==> config.mk <==
export PLATFORM = sky130hd
export DESIGN_NAME = or_gate_xor
export DESIGN_NICKNAME = d
export VERILOG_FILES = /design/src/rtl/or_gate_xor.sv
export SDC_FILE = /design/constraint.sdc
export NUM_CORES = 1
export LEC_CHECK = 0
export BUFFER_PORTS_ARGS = -buffer_cell sky130_fd_sc_hd__buf_4
export CORE_MARGIN = 5
export CORE_UTILIZATION = 46
export DETAILED_ROUTE_END_ITERATION = 10
export PLACE_DENSITY = 0.83
export SLEW_MARGIN = 5
export SYNTH_ARGS = -nofsm -noshare
export SYNTH_HDL_FRONTEND = slang
export SYNTH_SLANG_ARGS = --single-unit
==> constraint.sdc <==
create_clock -name clk -period 1.6 [get_ports clk]
set_clock_uncertainty 0.15 [all_clocks]
set_input_delay 0.16 -clock clk [delete_from_list [all_inputs] [get_ports clk]]
set_output_delay 0.16 -clock clk [all_outputs]
set_load 0.01 [all_outputs]
==> src/rtl/or_gate_xor.sv <==
// Bitwise OR built from XOR/AND, with a registered copy, a valid flag and a
// saturating count of cycles on which the OR result was nonzero.
`default_nettype none

module or_gate_xor #(
   parameter int WIDTH = 1,
   parameter int CNT_W = 16
) (
   input  logic             clk,
   input  logic             rst,
   input  logic [WIDTH-1:0] a,
   input  logic [WIDTH-1:0] b,
   output logic [WIDTH-1:0] y,
   output logic [WIDTH-1:0] y_q,
   output logic             y_vld,
   output logic [CNT_W-1:0] act_cnt,
   output logic             act_sat
);

   // a|b == (a^b)^(a&b): the XOR term covers 01/10, the AND term covers 11,
   // and the two are never both set, so the outer XOR acts as the OR.
   assign y       = (a ^ b) ^ (a & b);
   assign act_sat = &act_cnt;

   // NOTE: sequential state uses non-blocking assignments so every register
   // samples pre-edge values; the reset here is synchronous, so rst is only
   // examined on the rising edge and is not in the sensitivity list.
   always_ff @(posedge clk) begin
      if (rst) begin
         y_q     <= '0;
         y_vld   <= 1'b0;
         act_cnt <= '0;
      end else begin
         y_q   <= y;
         y_vld <= 1'b1;
         if ((|y) && !act_sat)
            act_cnt <= act_cnt + CNT_W'(1);
      end
   end

endmodule

`default_nettype wire

==> impl_metrics.yaml, run 1 <==
timing:
  timing.final.ws_setup_ns: -0.2448
  min_period_ns: 1.845
  final_max_slew_viol_count: 0
  slew_headroom_pct: 78.67
  fmax_mhz: 542.1
  grt_setup_unrepaired: "yes"
  finalSetupViolCount: 12
  finalSetupTns_ns: -1.313
  worst_pin_slew_ns: 0.3200
  hold_viol: 0
  fin_crit_sh_pct: 115.3
critical_path:
  critPathLaunchType: "flip-flop"
  r2r_start: "act_cnt[4]"
  required_ns: 1.29
  crit_buf_inv: 2
  reg2reg_depth: 6
  crit_family: "simple AND/OR/NAND/NOR gates"
  r2r-end: "act_cnt[2]"
  slowest_delay_ns: 0.38
  reg2reg_slack_ns: -0.19
  crit_chain: "nand4_1 -> nor4_4 -> buf_4 -> buf_6"
  path_max_fanout: 2
  endpoint_kind: "output pin"
  criticalPathCategory: "flip-flop to output pin"
  worstPathArrival_ns: 1.53
  cp_slowest_cell: "nor4_4"
floorplan:
  chipWidth_um: 54.93
  die_y_um: 54.93
  num_rows: 16
  coreArea_um2: 1942
  start_util_pct: 47.81
  die-area_um2: 3017
  io_pins: 24
run_status:
  status: "finished, violations left"
  violations: "negative setup slack"
min_path:
  hp-class: "input pin to flip-flop"
  hold_depth: 4
  hold-path-endpoint: "y_q"
  hp-start: "a"
route:
  wire_per_inst_um: 17.70
  drc_errors: 0
  vias_per_cell: 6.144
  route.met2.wl_um: 1624
  wirelength_um: 3310
  top_layer_used: "met4"
  wl_met3_um: 305
  vias: 1149
  drt-pass1-iter-count: 5
  drt_iter0_markers: 57
  wl_met1_um: 1240
  detail-route-antenna-nets: 0
clocking:
  clock_path_buffers: 2
  clkTransAtPathRegs_ns: 0.11
  numCtsBuffers: 3
  htree_levels: 1
  cts_tree: "done"
  root_buffer: "clkbuf_4"
  insertion_delay_ns: 0.30
  cts_sinks: 18
synth:
  synth_seq_cells: 18
  syn_area_per_cell_um2: 9.013
  synth_cells: 103
  yosysMostFrequentCell: "dfxtp_1"
  yosysTopAreaCellShare_pct: 38.81
  async_flop_share_pct: 0
  synth_area_um2: 928.4
  yosysWarnings: 0
  netlist_top_cells_area: "dfxtp_1 39%, a21oi_1 4.3%, mux2i_1 4.3%"
  ys_seq_area_share_pct: 38.81
  ys.flop_type: "dfxtp_1"
  synth_area_leader_cell: "dfxtp_1"
  ys_types: 35
  synth_edf_count: 0
  syn_nets: 108
  synth_top_cells_by_count: "18 x dfxtp_1, 9 x nor2_1, 8 x a21oi_1"
global_routing:
  first_global_vias: 1050
  grt_pass1_wl_um: 4781
  grt_use_total_pct: 22.17
  grt_max_degree: 15
  antenna_found_initial: 0
  gr-total-overflow: 0
power:
  powerDensity_nw_per_um2: 541.8
  fin_total_pwr_w: 0.0008066
  static-leakage-power_nw: 0.6611
  ir_drop_mv: 0.6300
layout:
  drive_gt1_share_pct: 53.75
  nNetsFinal: 166
  n_fill_cell: 134
  utilization_pct: 76.68
  diodes: 0
  area_growth_pct: 60.38
flow_run:
  maxCapViolCount: 0
place:
  numPortBuffers: 23
  place_congestion: 0.8948
  post-dp-hpwl_um: 2108
-- through the flow --
stage / hold WS [ns] / setup WS, ns / instance area [um^2] / instances
3_5_place_dp: 0.3016 / -0.04989 / 1335 / 172
3_3_place_gp: 0.2982 / -0.06207 / 1335 / 172
6_report: 0.1148 / -0.2448 / 1489 / 187
5_1_grt: 0.1463 / -0.2880 / 1489 / 187
4_1_cts: 0.09613 / -0.1484 / 1446 / 185
2_1_floorplan: 0.07230 / -0.0002164 / 982.2 / 103
-- area by class of cell --
| type | count | area, um^2 | area share [%] |
|---|---|---|---|
| flip-flops and latches | 18 | 395.4 | 26.55 |
| repair buffers | 56 | 430.4 | 28.91 |
| well taps | 27 | 33.78 | 2.269 |
| clock buffers | 4 | 26.28 | 1.765 |
| multi-input cells | 78 | 588.1 | 39.50 |
| inverters | 4 | 15.01 | 1.008 |
-- worst max path at each step --
stage,from,endpoint,slack [ns],depth (start not counted)
detailed placement,act_cnt[1],act_cnt[0],-0.05,6
global route,act_cnt[4],act_sat,-0.29,4
global placement,act_cnt[6],act_cnt[14],-0.06,6
finish,act_cnt[4],act_sat,-0.24,4
floorplan,act_cnt[2],act_cnt[9],-0.0002,4
CTS,act_cnt[4],act_sat,-0.15,4
-- power by group --
group	internal [W]	switching (W)	total [W]
sequential	0.000450	0.00000993	0.000460
clock	0.0000973	0.000156	0.000253
combinational	0.0000466	0.0000469	0.0000935
total	0.000594	0.000213	0.000807
-- per-layer routing --
| metal | up-vias | global-route usage [%] |
|---|---|---|
| met5 | - | 0 |
| met4 | 0 | 10.12 |
| met3 | 24 | 4.826 |
| met2 | 84 | 37.60 |
| met1 | 528 | 26.56 |
| li1 | 513 | - |
-- repair_timing --
action,CTS,global route
endpoints found under the setup margin,8,12
resized for setup,7,7
hold buffers,1,0
setup buffers,8,2
hold endpoints to repair,13,0
pin swaps,5,2
-- sequential cells by signal (all words and copies together), names as in the netlist --
signal	flops
y_vld	1
y_q	1
act_cnt	16
-- tightest hold or removal path: cells and delay by family --
kind                   cells  cell delay [ns]
and+or+nand+nor            2             0.13
buffers and inverters      2             0.26
-- placed cells by master, fill, tap and decap left out, types with 2 or more instances in the layout --
| cell type | n |
|---|---|
| buf_4 | 53 |
| nand4_1 | 3 |
| nor2_1 | 9 |
| clkbuf_4 | 3 |
| nand2_1 | 6 |
| inv_1 | 4 |
| or4_1 | 5 |
| nand3_1 | 5 |
| a21oi_1 | 8 |
| o21ai_1 | 3 |
| dfxtp_1 | 2 |
| mux2i_1 | 4 |
| or3_1 | 2 |
| buf_6 | 2 |
| and3_1 | 3 |
| nand4_4 | 2 |
| nor3_2 | 2 |
| o31ai_1 | 5 |
| dfxtp_2 | 10 |
| dfxtp_4 | 6 |
| o21ai_0 | 2 |
-- cell families (layout without fill, tap and decap cells) --
family	Yosys count	after routing	synth area share, %
adder cells (fa/ha/maj)	1	1	1.347
multiplexers	4	4	4.313
buffers and inverters	7	64	3.639
AND/OR/NAND/NOR	47	47	32.88
AO/OA/AOI/OAI	26	26	19.00
flip-flops	18	18	38.81
Note: power is estimated with default switching activity, not from simulation.
==> inputs of run 2 (changes only) <==
--- a/config.mk
+++ b/config.mk
@@ -5,8 +5,7 @@
 export SDC_FILE = /design/constraint.sdc
 export NUM_CORES = 1
 export LEC_CHECK = 0
-export BUFFER_PORTS_ARGS = -buffer_cell sky130_fd_sc_hd__buf_4
-export CORE_MARGIN = 5
+export BUFFER_PORTS_ARGS = -buffer_cell sky130_fd_sc_hd__buf_2
 export CORE_UTILIZATION = 46
 export DETAILED_ROUTE_END_ITERATION = 10
 export PLACE_DENSITY = 0.83
==> run 2 against run 1 <==
The flow still finishes with violations (negative setup slack). Clock power fell by 4%. Total power decreased by 0.47%. Worst hold slack got worse by 0.043 ns. Global-route usage up 7.8 points. Utilization rose by 5.3 points. Design area is 0.84% lower. Sequential share of layout area shrank 0.71 points. First-iteration DRC count up 1.8%. Critical path type unchanged. Largest power group unchanged.
==> impl_metrics.yaml, run 2 (same netlist as run 1, synthesis figures left out) <==
run_status:
  status: "finished, violations left"
  violations: "negative setup slack"
layout:
  drive_gt1_share_pct: 61.25
  multi_input_area_um2: 645.6
  area_growth_pct: 59.03
  nNetsFinal: 166
  n_fill_cell: 115
  reg_top3: "act_cnt x16, y_q x1, y_vld x1"
  layout_common_cells: "31 x buf_4, 22 x buf_2, 11 x dfxtp_2"
  final_common_cell: "buf_4"
  utilization_pct: 81.94
  diodes: 0
  seq_area_um2: 381.6
  largest_reg_flops: 16
  top_register: "act_cnt"
clocking:
  numCtsBuffers: 3
  cts_tree: "done"
  clkTransAtPathRegs_ns: 0.11
  root_buffer: "clkbuf_4"
  cts_sinks: 18
  clock_path_buffers: 2
  htree_levels: 1
  postCtsHoldBufs: 0
  insertion_delay_ns: 0.30
global_routing:
  first_global_vias: 1027
  use_met1_pct: 36.47
  gr-total-overflow: 0
  antenna_found_initial: 0
  use_met3_pct: 4.231
  grt_use_total_pct: 30.00
  met2_usage_pct: 52.78
  grt_pass1_wl_um: 4616
  grt_max_degree: 15
  grt_busiest_layer: "met2"
timing:
  final_max_slew_viol_count: 0
  grt_setup_unrepaired: "yes"
  hold_viol: 0
  fmax_mhz: 547.6
  slew_headroom_pct: 78.10
  worst_pin_slew_ns: 0.3286
  min_period_ns: 1.826
  timing.final.ws_setup_ns: -0.2261
  fin_crit_sh_pct: 114.1
  finalSetupTns_ns: -1.545
  finalSetupViolCount: 13
  whs_ns: 0.07178
floorplan:
  die-area_um2: 2202
  io_pins: 24
  coreArea_um2: 1802
  die_y_um: 46.93
  chipWidth_um: 46.93
  num_rows: 15
  start_util_pct: 51.53
route:
  wirelength_um: 3337
  wire_per_inst_um: 18.04
  vias: 1146
  drt-pass1-iter-count: 4
  drt_iter0_markers: 58
  detail-route-antenna-nets: 0
  drc_errors: 0
  vias_per_cell: 6.195
critical_path:
  critPathLaunchType: "flip-flop"
  startpoint: "act_cnt[6]"
  r2r_start: "act_cnt[1]"
  required_ns: 1.29
  reg2reg_slack_ns: -0.20
  slowest_delay_ns: 0.37
  crit_chain: "nand4_1 -> nor4_4 -> buf_4 -> buf_6"
  cp_slowest_cell: "dfxtp_2"
  path_max_fanout: 5
  endpoint_kind: "output pin"
  criticalPathCategory: "flip-flop to output pin"
  worstPathArrival_ns: 1.52
power:
  pwr-share-clk_pct: 30.2
  powerDensity_nw_per_um2: 543.8
  pwr-share-seq_pct: 57.9
  p_comb_share_pct: 11.9
  ir_drop_mv: 0.5285
  static-leakage-power_nw: 0.6649
  power_switching_w: 0.0002048
  intPower_w: 0.0005981
  switching_share_pct: 25.50
place:
  post-dp-hpwl_um: 1951
  numPortBuffers: 23
  place_congestion: 0.8750
flow_run:
  maxCapViolCount: 0
min_path:
  hp-start: "rst"
  hp-class: "input pin to flip-flop"
==> run 2: changes by cell type in the layout (fill, tap and decap cells not counted), sizes merged <==
cell | previous run | this run
dlygate4sd3 | 1 | 0
buf | 55 | 56
==> run 2: worst paths after layout <==
path,end,cells after the start
worst max-delay path,act_sat,4
worst min-delay path,y_q,2
worst min register to register,act_cnt[15],2
worst max register to register,act_cnt[3],7
==> run 2: power by group through the flow <==
stage / logic (W) / registers, W / clock network (W)
floorplan: 0.0000277 / 0.000484 / 0
global placement: 0.0000701 / 0.000477 / 0
detailed placement: 0.0000746 / 0.000477 / 0
CTS: 0.0000814 / 0.000464 / 0.000243
global route: 0.000104 / 0.000466 / 0.000264
finish: 0.0000955 / 0.000465 / 0.000243
==> run 2: final cells by class <==
type | count | area share (%)
clock buffers | 4 | 1.780
inverters | 4 | 1.017
multi-input cells | 78 | 43.73
flip-flops and latches | 18 | 25.85
well taps | 25 | 2.119
repair buffers | 56 | 25.51
==> run 2: metrics by stage <==
stage,instances,power (W),cell area (um^2),setup WS (ns)
floorplan,103,0.0005119,982.2,-0.0002164
global route,185,0.0008329,1476,-0.2626
finish,185,0.0008028,1476,-0.2261
CTS,180,0.0007886,1383,-0.1616
detailed placement,170,0.0005519,1275,-0.1163
global placement,170,0.0005468,1275,-0.02513
==> run 2: timing repair <==
action | in CTS | in global routing
resized for setup | 9 | 14
endpoints found under the setup margin | 11 | 13
endpoints found under the hold margin | 0 | 0
pin swaps | 11 | 5
setup buffers | 6 | 5
==> run 2: worst max-delay path, delay by kind of cell, from the launching register on <==
family | cells | cell delay (ns)
flops | 1 | 0.37
buf+inv | 2 | 0.27
simple gates | 2 | 0.58
==> run 2: per-layer routing <==
layer	wire (um)	vias up
met4	151	0
met2	1619	60
met1	1364	547
met5	0	-
met3	202	22
li1	-	517
